===== src/rtl/dense_pkg.sv =====
// Shared types and constants for the dense-layer sequencer slice.
package dense_pkg;

  localparam int DENSE_LEN_W  = 16;
  localparam int DENSE_NUM_PE = 4;

  typedef enum logic [2:0] {
    ST_IDLE  = 3'd0,
    ST_FETCH = 3'd1,
    ST_DRAIN = 3'd2,
    ST_WRITE = 3'd3,
    ST_DONE  = 3'd4
  } dense_seq_state_e;

endpackage


===== src/rtl/dense_sequencer_if.sv =====
// Fetch-beat and writeback handshakes between the dense sequencer (master)
// and the PE array / writeback path (slave).
interface dense_sequencer_if #(
  parameter int ADDR_W = 16,
  parameter int NUM_PE = 4
) ();

  logic              fetch_valid;
  logic              fetch_ready;
  logic [ADDR_W-1:0] in_addr;
  logic [ADDR_W-1:0] w_addr;
  logic              acc_clr;
  logic              acc_last;
  logic              out_valid;
  logic              out_ready;
  logic [ADDR_W-1:0] out_addr;
  logic [NUM_PE-1:0] out_lane_mask;

  modport master (
    output fetch_valid, in_addr, w_addr, acc_clr, acc_last,
    output out_valid, out_addr, out_lane_mask,
    input  fetch_ready, out_ready
  );

  modport slave (
    input  fetch_valid, in_addr, w_addr, acc_clr, acc_last,
    input  out_valid, out_addr, out_lane_mask,
    output fetch_ready, out_ready
  );

endinterface


===== src/rtl/dense_lane_mask.sv =====
// Valid-lane mask for one output group: lane k is live while base+k < N_out.
module dense_lane_mask
  import dense_pkg::*;
#(
  parameter int NUM_PE = DENSE_NUM_PE,
  parameter int ADDR_W = 16
) (
  input  logic [ADDR_W-1:0]      base,
  input  logic [DENSE_LEN_W-1:0] n_out,
  output logic [NUM_PE-1:0]      mask
);

  // Compare every lane index against the neuron count in a wide domain.
  always_comb begin
    mask = {NUM_PE{1'b0}};
    for (int k = 0; k < NUM_PE; k++) begin
      mask[k] = (32'(base) + 32'(k)) < 32'(n_out);
    end
  end

endmodule


===== src/rtl/dense_sequencer.sv =====
// Dense-layer sequencer: walks input/weight fetch beats per group of NUM_PE
// neurons, frames accumulation and presents finished groups for writeback.
module dense_sequencer
  import dense_pkg::*;
#(
  parameter int NUM_PE  = DENSE_NUM_PE,
  parameter int ADDR_W  = 16,
  parameter int MAC_LAT = 3
) (
  input  logic                   clk,
  input  logic                   rst_n,
  input  logic                   start,
  input  logic [DENSE_LEN_W-1:0] input_data_length,
  input  logic [DENSE_LEN_W-1:0] output_data_length,
  dense_sequencer_if.master      bus,
  output logic                   busy,
  output logic                   done,
  output logic                   err,
  output logic [DENSE_LEN_W-1:0] output_wid,
  output logic [DENSE_LEN_W-1:0] output_hei,
  output logic [DENSE_LEN_W-1:0] output_ch,
  output logic [DENSE_LEN_W-1:0] wid_weight_matrix,
  output logic [DENSE_LEN_W-1:0] hei_weight_matrix
);

  localparam logic [7:0]        DRAIN_INIT = 8'(MAC_LAT);
  localparam logic [ADDR_W-1:0] ADDR_ONE   = ADDR_W'(1);
  localparam logic [ADDR_W-1:0] PE_STEP    = ADDR_W'(NUM_PE);

  dense_seq_state_e       state_r, state_nxt_s;
  logic [DENSE_LEN_W-1:0] i_r, i_nxt_s, n_in_r, n_in_nxt_s, n_out_r, n_out_nxt_s;
  logic [ADDR_W-1:0]      w_base_r, w_base_nxt_s, w_addr_r, w_addr_nxt_s;
  logic [ADDR_W-1:0]      out_addr_r, out_addr_nxt_s, stride_r, stride_nxt_s, in_addr_r;
  logic [7:0]             drain_r, drain_nxt_s;
  logic                   err_r, err_nxt_s, load_s, zero_len_s, last_beat_s, last_grp_s;
  logic                   fetch_valid_r, acc_clr_r, acc_last_r, out_valid_r, busy_r, done_r;
  logic [NUM_PE-1:0]      mask_s, mask_r;
  logic [DENSE_LEN_W-1:0] st_out_wid_r, st_one_r, st_w_wid_r;

  assign zero_len_s  = (input_data_length == 16'd0) || (output_data_length == 16'd0);
  assign last_beat_s = (i_r == n_in_r - 16'd1);
  assign last_grp_s  = (32'(out_addr_r) + 32'(NUM_PE)) >= 32'(n_out_r);

  // Next-state and counter update logic.
  always_comb begin
    state_nxt_s    = state_r;
    i_nxt_s        = i_r;
    n_in_nxt_s     = n_in_r;
    n_out_nxt_s    = n_out_r;
    w_base_nxt_s   = w_base_r;
    w_addr_nxt_s   = w_addr_r;
    out_addr_nxt_s = out_addr_r;
    stride_nxt_s   = stride_r;
    drain_nxt_s    = drain_r;
    err_nxt_s      = err_r;
    load_s         = 1'b0;
    case (state_r)
      ST_IDLE: begin
        if (start) begin
          load_s         = 1'b1;
          n_in_nxt_s     = input_data_length;
          n_out_nxt_s    = output_data_length;
          stride_nxt_s   = ADDR_W'(32'(input_data_length) * 32'(NUM_PE));
          err_nxt_s      = zero_len_s;
          i_nxt_s        = 16'd0;
          w_base_nxt_s   = {ADDR_W{1'b0}};
          w_addr_nxt_s   = {ADDR_W{1'b0}};
          out_addr_nxt_s = {ADDR_W{1'b0}};
          state_nxt_s    = zero_len_s ? ST_DONE : ST_FETCH;
        end else begin
          state_nxt_s = ST_IDLE;
        end
      end
      ST_FETCH: begin
        if (bus.fetch_ready) begin
          if (last_beat_s) begin
            drain_nxt_s = DRAIN_INIT;
            state_nxt_s = (DRAIN_INIT == 8'd0) ? ST_WRITE : ST_DRAIN;
          end else begin
            i_nxt_s      = i_r + 16'd1;
            w_addr_nxt_s = w_addr_r + ADDR_ONE;
          end
        end else begin
          state_nxt_s = ST_FETCH;
        end
      end
      ST_DRAIN: begin
        if (drain_r <= 8'd1) begin
          state_nxt_s = ST_WRITE;
        end else begin
          drain_nxt_s = drain_r - 8'd1;
        end
      end
      ST_WRITE: begin
        if (!bus.out_ready) begin
          state_nxt_s = ST_WRITE;
        end else if (last_grp_s) begin
          state_nxt_s = ST_DONE;
        end else begin
          out_addr_nxt_s = out_addr_r + PE_STEP;
          w_base_nxt_s   = w_base_r + stride_r;
          w_addr_nxt_s   = w_base_r + stride_r;
          i_nxt_s        = 16'd0;
          state_nxt_s    = ST_FETCH;
        end
      end
      ST_DONE:  state_nxt_s = ST_IDLE;
      default:  state_nxt_s = ST_IDLE;
    endcase
  end

  dense_lane_mask #(.NUM_PE(NUM_PE), .ADDR_W(ADDR_W)) u_lane_mask (
    .base  (out_addr_nxt_s),
    .n_out (n_out_r),
    .mask  (mask_s)
  );

  // State, counters and registered outputs (decoded from the next state).
  always_ff @(posedge clk or negedge rst_n) begin
    if (!rst_n) begin
      state_r       <= ST_IDLE;
      i_r           <= 16'd0;
      n_in_r        <= 16'd0;
      n_out_r       <= 16'd0;
      w_base_r      <= {ADDR_W{1'b0}};
      w_addr_r      <= {ADDR_W{1'b0}};
      out_addr_r    <= {ADDR_W{1'b0}};
      stride_r      <= {ADDR_W{1'b0}};
      in_addr_r     <= {ADDR_W{1'b0}};
      drain_r       <= 8'd0;
      err_r         <= 1'b0;
      fetch_valid_r <= 1'b0;
      acc_clr_r     <= 1'b0;
      acc_last_r    <= 1'b0;
      out_valid_r   <= 1'b0;
      mask_r        <= {NUM_PE{1'b0}};
      busy_r        <= 1'b0;
      done_r        <= 1'b0;
    end else begin
      state_r       <= state_nxt_s;
      i_r           <= i_nxt_s;
      n_in_r        <= n_in_nxt_s;
      n_out_r       <= n_out_nxt_s;
      w_base_r      <= w_base_nxt_s;
      w_addr_r      <= w_addr_nxt_s;
      out_addr_r    <= out_addr_nxt_s;
      stride_r      <= stride_nxt_s;
      in_addr_r     <= ADDR_W'(i_nxt_s);
      drain_r       <= drain_nxt_s;
      err_r         <= err_nxt_s;
      fetch_valid_r <= (state_nxt_s == ST_FETCH);
      acc_clr_r     <= (state_nxt_s == ST_FETCH) && (i_nxt_s == 16'd0);
      acc_last_r    <= (state_nxt_s == ST_FETCH) && (i_nxt_s == n_in_nxt_s - 16'd1);
      out_valid_r   <= (state_nxt_s == ST_WRITE);
      mask_r        <= (state_nxt_s == ST_WRITE) ? mask_s : {NUM_PE{1'b0}};
      busy_r        <= (state_nxt_s != ST_IDLE);
      done_r        <= (state_nxt_s == ST_DONE);
    end
  end

  // Shape status for the register bank, refreshed on every accepted start.
  always_ff @(posedge clk or negedge rst_n) begin
    if (!rst_n) begin
      st_out_wid_r <= 16'd0;
      st_one_r     <= 16'd0;
      st_w_wid_r   <= 16'd0;
    end else if (load_s) begin
      st_out_wid_r <= output_data_length;
      st_one_r     <= 16'd1;
      st_w_wid_r   <= input_data_length;
    end
  end

  assign bus.fetch_valid   = fetch_valid_r;
  assign bus.in_addr       = in_addr_r;
  assign bus.w_addr        = w_addr_r;
  assign bus.acc_clr       = acc_clr_r;
  assign bus.acc_last      = acc_last_r;
  assign bus.out_valid     = out_valid_r;
  assign bus.out_addr      = out_addr_r;
  assign bus.out_lane_mask = mask_r;
  assign busy              = busy_r;
  assign done              = done_r;
  assign err               = err_r;
  assign output_wid        = st_out_wid_r;
  assign output_hei        = st_one_r;
  assign output_ch         = st_one_r;
  assign wid_weight_matrix = st_w_wid_r;
  assign hei_weight_matrix = st_out_wid_r;

endmodule


===== src/flat_wrapper.sv =====
// flat-port wrapper written by rule: the top's interface ports become plain ports
module dense_sequencer_flat import dense_pkg::*;
#(
  parameter int NUM_PE  = DENSE_NUM_PE,
  parameter int ADDR_W  = 16,
  parameter int MAC_LAT = 3
)
  (clk, rst_n, start, input_data_length, output_data_length, busy, done, err, output_wid, output_hei, output_ch, wid_weight_matrix, hei_weight_matrix, bus_fetch_valid, bus_in_addr, bus_w_addr, bus_acc_clr, bus_acc_last, bus_out_valid, bus_out_addr, bus_out_lane_mask, bus_fetch_ready, bus_out_ready);
  dense_sequencer_if #(.ADDR_W(ADDR_W), .NUM_PE(NUM_PE)) bus_i ();
  input  logic clk;
  input  logic rst_n;
  input  logic start;
  input  logic [DENSE_LEN_W-1:0] input_data_length;
  input  logic [DENSE_LEN_W-1:0] output_data_length;
  output logic busy;
  output logic done;
  output logic err;
  output logic [DENSE_LEN_W-1:0] output_wid;
  output logic [DENSE_LEN_W-1:0] output_hei;
  output logic [DENSE_LEN_W-1:0] output_ch;
  output logic [DENSE_LEN_W-1:0] wid_weight_matrix;
  output logic [DENSE_LEN_W-1:0] hei_weight_matrix;
  output wire logic [$bits(bus_i.fetch_valid)-1:0] bus_fetch_valid;
  output wire logic [$bits(bus_i.in_addr)-1:0] bus_in_addr;
  output wire logic [$bits(bus_i.w_addr)-1:0] bus_w_addr;
  output wire logic [$bits(bus_i.acc_clr)-1:0] bus_acc_clr;
  output wire logic [$bits(bus_i.acc_last)-1:0] bus_acc_last;
  output wire logic [$bits(bus_i.out_valid)-1:0] bus_out_valid;
  output wire logic [$bits(bus_i.out_addr)-1:0] bus_out_addr;
  output wire logic [$bits(bus_i.out_lane_mask)-1:0] bus_out_lane_mask;
  input wire logic [$bits(bus_i.fetch_ready)-1:0] bus_fetch_ready;
  input wire logic [$bits(bus_i.out_ready)-1:0] bus_out_ready;
  assign bus_fetch_valid = bus_i.fetch_valid;
  assign bus_in_addr = bus_i.in_addr;
  assign bus_w_addr = bus_i.w_addr;
  assign bus_acc_clr = bus_i.acc_clr;
  assign bus_acc_last = bus_i.acc_last;
  assign bus_out_valid = bus_i.out_valid;
  assign bus_out_addr = bus_i.out_addr;
  assign bus_out_lane_mask = bus_i.out_lane_mask;
  assign bus_i.fetch_ready = bus_fetch_ready;
  assign bus_i.out_ready = bus_out_ready;
  dense_sequencer #(.NUM_PE(NUM_PE), .ADDR_W(ADDR_W), .MAC_LAT(MAC_LAT)) u_core (.clk(clk), .rst_n(rst_n), .start(start), .input_data_length(input_data_length), .output_data_length(output_data_length), .bus(bus_i), .busy(busy), .done(done), .err(err), .output_wid(output_wid), .output_hei(output_hei), .output_ch(output_ch), .wid_weight_matrix(wid_weight_matrix), .hei_weight_matrix(hei_weight_matrix));
endmodule

===== config.mk =====
export PLATFORM = sky130hd
export DESIGN_NAME = dense_sequencer_flat
export DESIGN_NICKNAME = d
export VERILOG_FILES = /design/src/rtl/dense_pkg.sv /design/src/rtl/dense_sequencer_if.sv /design/src/rtl/dense_lane_mask.sv /design/src/rtl/dense_sequencer.sv /design/src/flat_wrapper.sv
export SDC_FILE = /design/constraint.sdc
export NUM_CORES = 1
export LEC_CHECK = 0
export ABC_AREA = 1
export BUFFER_PORTS_ARGS = -buffer_cell sky130_fd_sc_hd__buf_2
export CAP_MARGIN = 20
export CORE_MARGIN = 8
export CORE_UTILIZATION = 52
export CTS_BUF_LIST = sky130_fd_sc_hd__clkbuf_16
export CTS_CLUSTER_DIAMETER = 120
export DETAILED_ROUTE_END_ITERATION = 8
export HOLD_SLACK_MARGIN = 0.06
export PLACE_DENSITY_LB_ADDON = 0.05
export SYNTH_ARGS = -nofsm -noshare
export SYNTH_HDL_FRONTEND = slang
export SYNTH_SLANG_ARGS = --single-unit

===== constraint.sdc =====
create_clock -name clk -period 7.6 [get_ports clk]
set_input_delay 1.14 -clock clk [delete_from_list [all_inputs] [get_ports clk]]
set_output_delay 1.14 -clock clk [all_outputs]
set_load 0.01 [all_outputs]

==> flow_metrics.py, run 1 <==
metrics = {
    "layout": {
        "n_fill_cell": 2185,
        "fin_nets": 1883,
        "seq_area_um2": 3330,
        "area_growth_syn_to_layout_pct": 11.3,
        "multi_input_comb_area_um2": 7150,
        "drive_above_1_share": 0.158,
        "utilization": 0.581,
        "diodes": 0,
        "non_filler_instance_count_after_layout": 2043,
    },
    "sta": {
        "setup_viol": 0,
        "timing.final.ws_setup_ns": 1.33,
        "tightest_slew_ns": 0.942,
        "timing.setup.tns_ns": 0,
        "max_slew_margin": 0.372,
        "setup_repair_after_global_routing_missed_its_margin": "false",
        "max_clock_freq_ghz": 0.160,
        "min_period_ns": 6.27,
        "maxSlewViolCount": 0,
        "finalClockSkew_ns": 0.0130,
        "final-hold-violation-count": 0,
        "worst_hold_slack_ns": 0.481,
        "timing.final.crit_share": 0.825,
    },
    "run": {
        "max-cap-violations": 0,
    },
    "clocking": {
        "cts_repair_resize_count": 0,
        "cts.sink_count": 133,
        "clk_root_buffer_cell": "clkbuf_16",
        "cts.path.max_buffers": 2,
        "htreeDepth": 4,
        "holdBufCountCts": 0,
        "worstSkewPairLatency_ns": 0.43,
        "clk_pin_slew_worst_paths_ns": 0.06,
        "cts_buffers": 17,
        "post-cts-setup-buffer-count": 0,
        "clock_tree_from_tritoncts": "built",
    },
    "power": {
        "power.density_nw_per_um2": 395,
        "total_leakage_power_nw": 6.99,
        "vdd_drop_max_mv": 0.200,
    },
    "placed_design": {
        "dp.final_hpwl_um": 27400,
        "pre_cts_ws_ns": 1.38,
        "io_buffers": 145,
        "routabilityCongestion": 0.945,
        "placedCellCount": 2011,
    },
    "detailed_routing": {
        "remaining_drc_errors": 0,
        "detail-route-antenna-nets": 0,
        "routed_length_on_met1_um": 15400,
        "met2_wirelength_um": 16600,
        "initial_detailed_routing_violation_count": 819,
        "viasPerCell": 5.38,
        "firstDrtPassIters": 6,
        "wire_per_inst_um": 17.1,
        "route.vias.total": 10988,
        "met3_length_um": 1810,
        "maxUsedRoutingLayer": "met4",
        "finalWirelength_um": 34900,
    },
    "critical_path": {
        "worst-setup-path-type": "reg -> reg",
        "required_time_reported_for_the_critical_path_endpoint_ns": 7.92,
        "critPathCaptureType": "register",
        "reg2reg_setup_slack_ns": 1.33,
        "crit_path_start_kind": "register",
        "path_max_fanout": 26,
        "cpMaxStageDelayCell": "dfrtp_1",
        "critical_path.max_stage_delay_ns": 0.38,
        "arrival_worst_endpoint_ns": 6.58,
    },
    "logic_synthesis": {
        "synth_seq_cells": 133,
        "asyncSetResetFlopFracSynth": 1.00,
        "post_synth_num_cell_types": 64,
        "syn-instance-count": 1627,
        "netlist_area_um2": 11700,
        "synth-main-ff-cell": "dfrtp_1",
        "avgSynthCellArea_um2": 7.17,
        "synth.yosys.seq_area_share": 0.285,
        "yosys_warnings": 0,
        "synth-edff-count": 0,
    },
    "global_route": {
        "track_usage": 0.255,
        "largest_net_degree_at_the_start_of_global_routing": 72,
        "antenna_violations_before_repair": 0,
        "first_global_vias": 10863,
        "global_route_wire_length_before_repair_um": 57300,
        "global_route_overflow": 0,
    },
    "floorplan": {
        "floorplan.die_area_um2": 27500,
        "std_cell_rows": 55,
        "io_pins": 176,
        "die-height_um": 166,
        "die_extent_in_x_um": 166,
        "initial_core_utilization": 0.522,
        "fp.coreArea_um2": 22400,
    },
    "min_path": {
        "hp-class": "reg -> reg",
    },
    "status": {
        "run_status": "finished, final reports clean",
    },
}
critical path, delay by kind of cell (launching register included):
kind                     cells  cell delay [ns]
AO/OA/AOI/OAI                5             0.58
XOR/XNOR                     2             0.34
adder cells (fa/ha/maj)      3             0.77
buffers and inverters        3             0.61
flip-flops                   1             0.38
AND/OR/NAND/NOR             24             3.46
sequential cells by signal (all words and copies together), names as in the netlist, 3 cells and up:
register / count
u_core.bus.out_addr: 16
u_core.bus.out_lane_mask: 4
u_core.bus.w_addr: 16
u_core.drain_r: 8
u_core.hei_weight_matrix: 16
u_core.i_r: 16
u_core.n_in_r: 16
u_core.state_r: 3
u_core.w_base_r: 14
u_core.wid_weight_matrix: 16
kinds of logic (layout without fill, tap and decap cells):
family                   after synthesis  count (layout)  share of synthesized area
XOR/XNOR                              90              90                     0.0682
flip-flops                           133             133                      0.285
AND/OR/NAND/NOR                      798             798                      0.314
other                                  1              30                   0.000321
AO/OA/AOI/OAI                        218             218                      0.112
adder cells (fa/ha/maj)              101             101                      0.109
buffers and inverters                286             388                      0.111
through the flow:
stage	area, um2	total power, mW
after CTS	13000	5.15
after detailed placement	12400	4.26
after floorplan	11800	3.39
after global routing	13000	5.60
final	13000	5.14
after global placement	12400	4.22
final cells by class:
cell class	count	area share
Inverter	206	0.0596
Timing Repair Buffer	150	0.0593
Sequential cell	133	0.256
Tap cell	285	0.0275
Clock buffer	17	0.0328
Multi-Input combinational cell	1237	0.551
Clock inverter	15	0.0139
per-layer routing:
layer	vias to the layer above	track usage
met1	5104	0.332
met2	348	0.429
li1	5482	-
met4	0	0.0870
met3	54	0.0364
met5	-	0
power breakdown:
part / total, mW / switching [mW] / internal [mW] / leakage, nW
clock: 0.865 / 0.346 / 0.519 / 0.289
combinational: 2.97 / 1.97 / 0.993 / 5.00
sequential: 1.30 / 0.337 / 0.966 / 1.71
total: 5.14 / 2.66 / 2.48 / 6.99
synth_stat cells, types with 3 or more instances:
cell type | n | share of area
a211oi_1 | 3 | 0.0019
a21o_1 | 3 | 0.0019
a21oi_1 | 62 | 0.027
a22oi_1 | 12 | 0.0077
a31oi_1 | 7 | 0.0038
buf_1 | 3 | 0.00096
buf_2 | 10 | 0.0043
buf_4 | 50 | 0.032
buf_6 | 3 | 0.0029
clkbuf_1 | 13 | 0.0042
dfrtp_1 | 133 | 0.29
ha_1 | 100 | 0.11
inv_1 | 192 | 0.062
inv_2 | 12 | 0.0039
nand2_1 | 434 | 0.14
nand2_2 | 12 | 0.0064
nand2_4 | 6 | 0.0058
nand3_1 | 92 | 0.039
nand3_2 | 11 | 0.0094
nand3b_1 | 7 | 0.0045
nand4_1 | 33 | 0.018
nor2_1 | 124 | 0.040
nor2_2 | 15 | 0.0080
nor2_4 | 5 | 0.0048
nor3_1 | 22 | 0.0094
nor3_2 | 6 | 0.0051
nor4_1 | 15 | 0.0080
o211ai_1 | 8 | 0.0051
o21a_1 | 3 | 0.0019
o21ai_0 | 82 | 0.035
o21ai_1 | 11 | 0.0047
o21ai_2 | 6 | 0.0045
o31ai_1 | 4 | 0.0026
or2_2 | 7 | 0.0038
xnor2_1 | 20 | 0.015
xor2_1 | 69 | 0.052
worst paths after layout:
| check | startpoint | to | depth (start not counted) |
|---|---|---|---|
| setup reg to reg | u_core.bus.out_addr[3] | u_core.bus.out_lane_mask[1] | 37 |
| min in group asynchronous | rst_n | u_core.n_in_r[15] | 1 |
| hold reg to reg | u_core.output_ch[0] | u_core.output_ch[0] | 1 |
| hold / removal | u_core.output_ch[0] | u_core.output_ch[0] | 1 |
| max in group asynchronous | rst_n | u_core.bus.out_addr[15] | 2 |
| setup / recovery | u_core.bus.out_addr[3] | u_core.bus.out_lane_mask[1] | 37 |
cells in the final DEF (no fill, tap or decap), types with 4 or more instances in the layout:
| cell | count |
|---|---|
| nand2_1 | 434 |
| inv_1 | 193 |
| buf_2 | 144 |
| dfrtp_1 | 133 |
| nor2_1 | 124 |
| ha_1 | 100 |
| nand3_1 | 92 |
| o21ai_0 | 82 |
| xor2_1 | 69 |
| a21oi_1 | 62 |
| nand4_1 | 33 |
| conb_1 | 30 |
| nor3_1 | 22 |
| xnor2_1 | 20 |
| clkbuf_16 | 17 |
| nor2_2 | 15 |
| nor4_1 | 15 |
| inv_2 | 12 |
| nand2_2 | 12 |
| a22oi_1 | 12 |
| nand3_2 | 11 |
| o21ai_1 | 11 |
| o211ai_1 | 8 |
| or2_2 | 7 |
| nand3b_1 | 7 |
| a31oi_1 | 7 |
| nor3_2 | 6 |
| nand2_4 | 6 |
| o21ai_2 | 6 |
| nor2_4 | 5 |
| buf_4 | 5 |
| o31ai_1 | 4 |
| clkinvlp_4 | 4 |
No activity file was read; power rests on OpenSTA's default activity.
==> inputs of run 2 (changes only) <==
clock period = 6.4 ns   (was 7.6 ns; I/O delays follow)
==> flow_metrics.py, run 2 (synthesis results as in run 1) <==
metrics = {
    "floorplan": {
        "std_cell_rows": 55,
        "die_extent_in_x_um": 166,
        "die-height_um": 166,
        "fp.coreArea_um2": 22400,
        "io_pins": 176,
        "floorplan.die_area_um2": 27500,
        "initial_core_utilization": 0.522,
    },
    "critical_path": {
        "r2r_cells": 37,
        "critical_path.max_stage_delay_ns": 0.40,
        "arrival_worst_endpoint_ns": 5.99,
        "crit_path_start_kind": "register",
        "worst-setup-path-type": "reg -> reg",
        "path_max_fanout": 19,
        "required_time_reported_for_the_critical_path_endpoint_ns": 6.72,
        "cpMaxStageDelayCell": "dfrtp_1",
        "critPathCaptureType": "register",
    },
    "power": {
        "report.power.total_mw": 6.07,
        "clockPowerShare": 0.157,
        "power.net_switching_mw": 3.18,
        "seqPwrFrac": 0.254,
        "switching_share": 0.524,
        "power.share.combinational": 0.589,
        "vdd_drop_max_mv": 0.241,
        "internal-power_mw": 2.89,
        "power.density_nw_per_um2": 468,
        "total_leakage_power_nw": 7.00,
    },
    "sta": {
        "max_slew_margin": 0.455,
        "setup_viol": 0,
        "min_period_ns": 5.67,
        "max_clock_freq_ghz": 0.176,
        "worst_hold_slack_ns": 0.485,
        "final-hold-violation-count": 0,
        "timing.final.ws_setup_ns": 0.731,
        "setup_repair_after_global_routing_missed_its_margin": "false",
        "timing.final.crit_share": 0.886,
        "finalClockSkew_ns": 0.0195,
        "tightest_slew_ns": 0.818,
        "timing.setup.tns_ns": 0,
        "maxSlewViolCount": 0,
    },
    "clocking": {
        "cts_buffers": 17,
        "clk_root_buffer_cell": "clkbuf_16",
        "clock_tree_from_tritoncts": "built",
        "cts.sink_count": 133,
        "holdBufCountCts": 0,
        "worstSkewPairLatency_ns": 0.43,
        "htreeDepth": 4,
        "cts.path.max_buffers": 2,
        "clk_pin_slew_worst_paths_ns": 0.08,
    },
    "layout": {
        "layout_common_cells": "nand2_1, inv_1, buf_2",
        "non_filler_instance_count_after_layout": 2048,
        "utilization": 0.580,
        "layout.cell_area.non_filler_um2": 13000,
        "area_growth_syn_to_layout_pct": 11.2,
        "drive_above_1_share": 0.159,
        "fin_nets": 1888,
        "diodes": 0,
        "most_common_cell_after_layout_fill_and_taps_aside": "nand2_1",
    },
    "detailed_routing": {
        "remaining_drc_errors": 0,
        "route.vias.total": 10988,
        "initial_detailed_routing_violation_count": 748,
        "detail-route-antenna-nets": 0,
        "firstDrtPassIters": 6,
        "viasPerCell": 5.37,
        "finalWirelength_um": 35000,
        "wire_per_inst_um": 17.1,
    },
    "placed_design": {
        "dp.final_hpwl_um": 27800,
        "placedCellCount": 2012,
        "routabilityCongestion": 0.942,
        "dpl_cell_area_um2": 12400,
        "io_buffers": 145,
        "pre_cts_ws_ns": 0.557,
    },
    "global_route": {
        "first_global_vias": 10859,
        "global_route_overflow": 0,
        "antenna_violations_before_repair": 0,
        "track_usage": 0.253,
        "largest_net_degree_at_the_start_of_global_routing": 83,
        "global_route_wire_length_before_repair_um": 56800,
    },
    "min_path": {
        "hp-class": "reg -> reg",
        "holdPathStages": 1,
    },
    "status": {
        "run_status": "finished, final reports clean",
    },
    "run": {
        "max-cap-violations": 0,
    },
}
run 2: changes by cell type in the layout (fill, tap and decap cells not counted):
cell / before / now
inv_1: 193 / 194
buf_4: 5 / 10
nor3_1: 22 / 21
nor3_2: 6 / 7
clkinv_2: 3 / 1
clkinvlp_4: 4 / 2
clkinv_4: 1 / 4
clkinv_1: 1 / 3
bufinv_16: 3 / 1
run 2: timing repair:
| action | CTS | global route |
|---|---|---|
| resized for setup | 0 | 1 |
| setup buffers | 0 | 4 |
| setup endpoints to repair | 0 | 3 |
run 2: area by class of cell:
class	count	area, um2
clock buffers	17	425
multi-input cells	1237	7160
flip-flops and latches	133	3330
fillers	2183	9390
repair buffers	155	807
inverters	206	774
clock inverters	15	133
well taps	285	357
run 2: power by group through the flow:
stage                     clock (mW)  combinational (mW)  sequential (mW)
final                          0.953                3.58             1.54
after global placement             0                3.47             1.54
after global routing           0.998                4.02             1.58
after detailed placement           0                3.53             1.54
after floorplan                    0                2.53             1.50
after CTS                      0.961                3.55             1.54
run 2: final timing paths:
check,from,slack (ns),end
min reg2reg,u_core.output_ch[0],0.48,u_core.output_ch[0]
min in group asynchronous,rst_n,0.56,u_core.i_r[10]
min,u_core.output_ch[0],0.48,u_core.output_ch[0]
max,u_core.bus.out_addr[3],0.73,u_core.bus.out_lane_mask[1]
max in group asynchronous,rst_n,4.58,u_core.bus.out_addr[12]
max reg2reg,u_core.bus.out_addr[3],0.73,u_core.bus.out_lane_mask[1]
run 2: per-layer routing:
metal	vias to the layer above	wire length (um)	global-route usage
met5	-	0	0
met4	0	909	0.0854
met3	52	1630	0.0376
met2	300	16800	0.434
met1	5140	15600	0.322
li1	5496	-	-
run 2: worst max-delay path, delay by kind of cell (launching register included):
family	cells	cell delay (ns)
buf+inv	3	0.34
simple gates	24	3.14
xor+xnor	2	0.32
compound gates	5	0.59
flops	1	0.40
fa+ha+maj	3	0.75
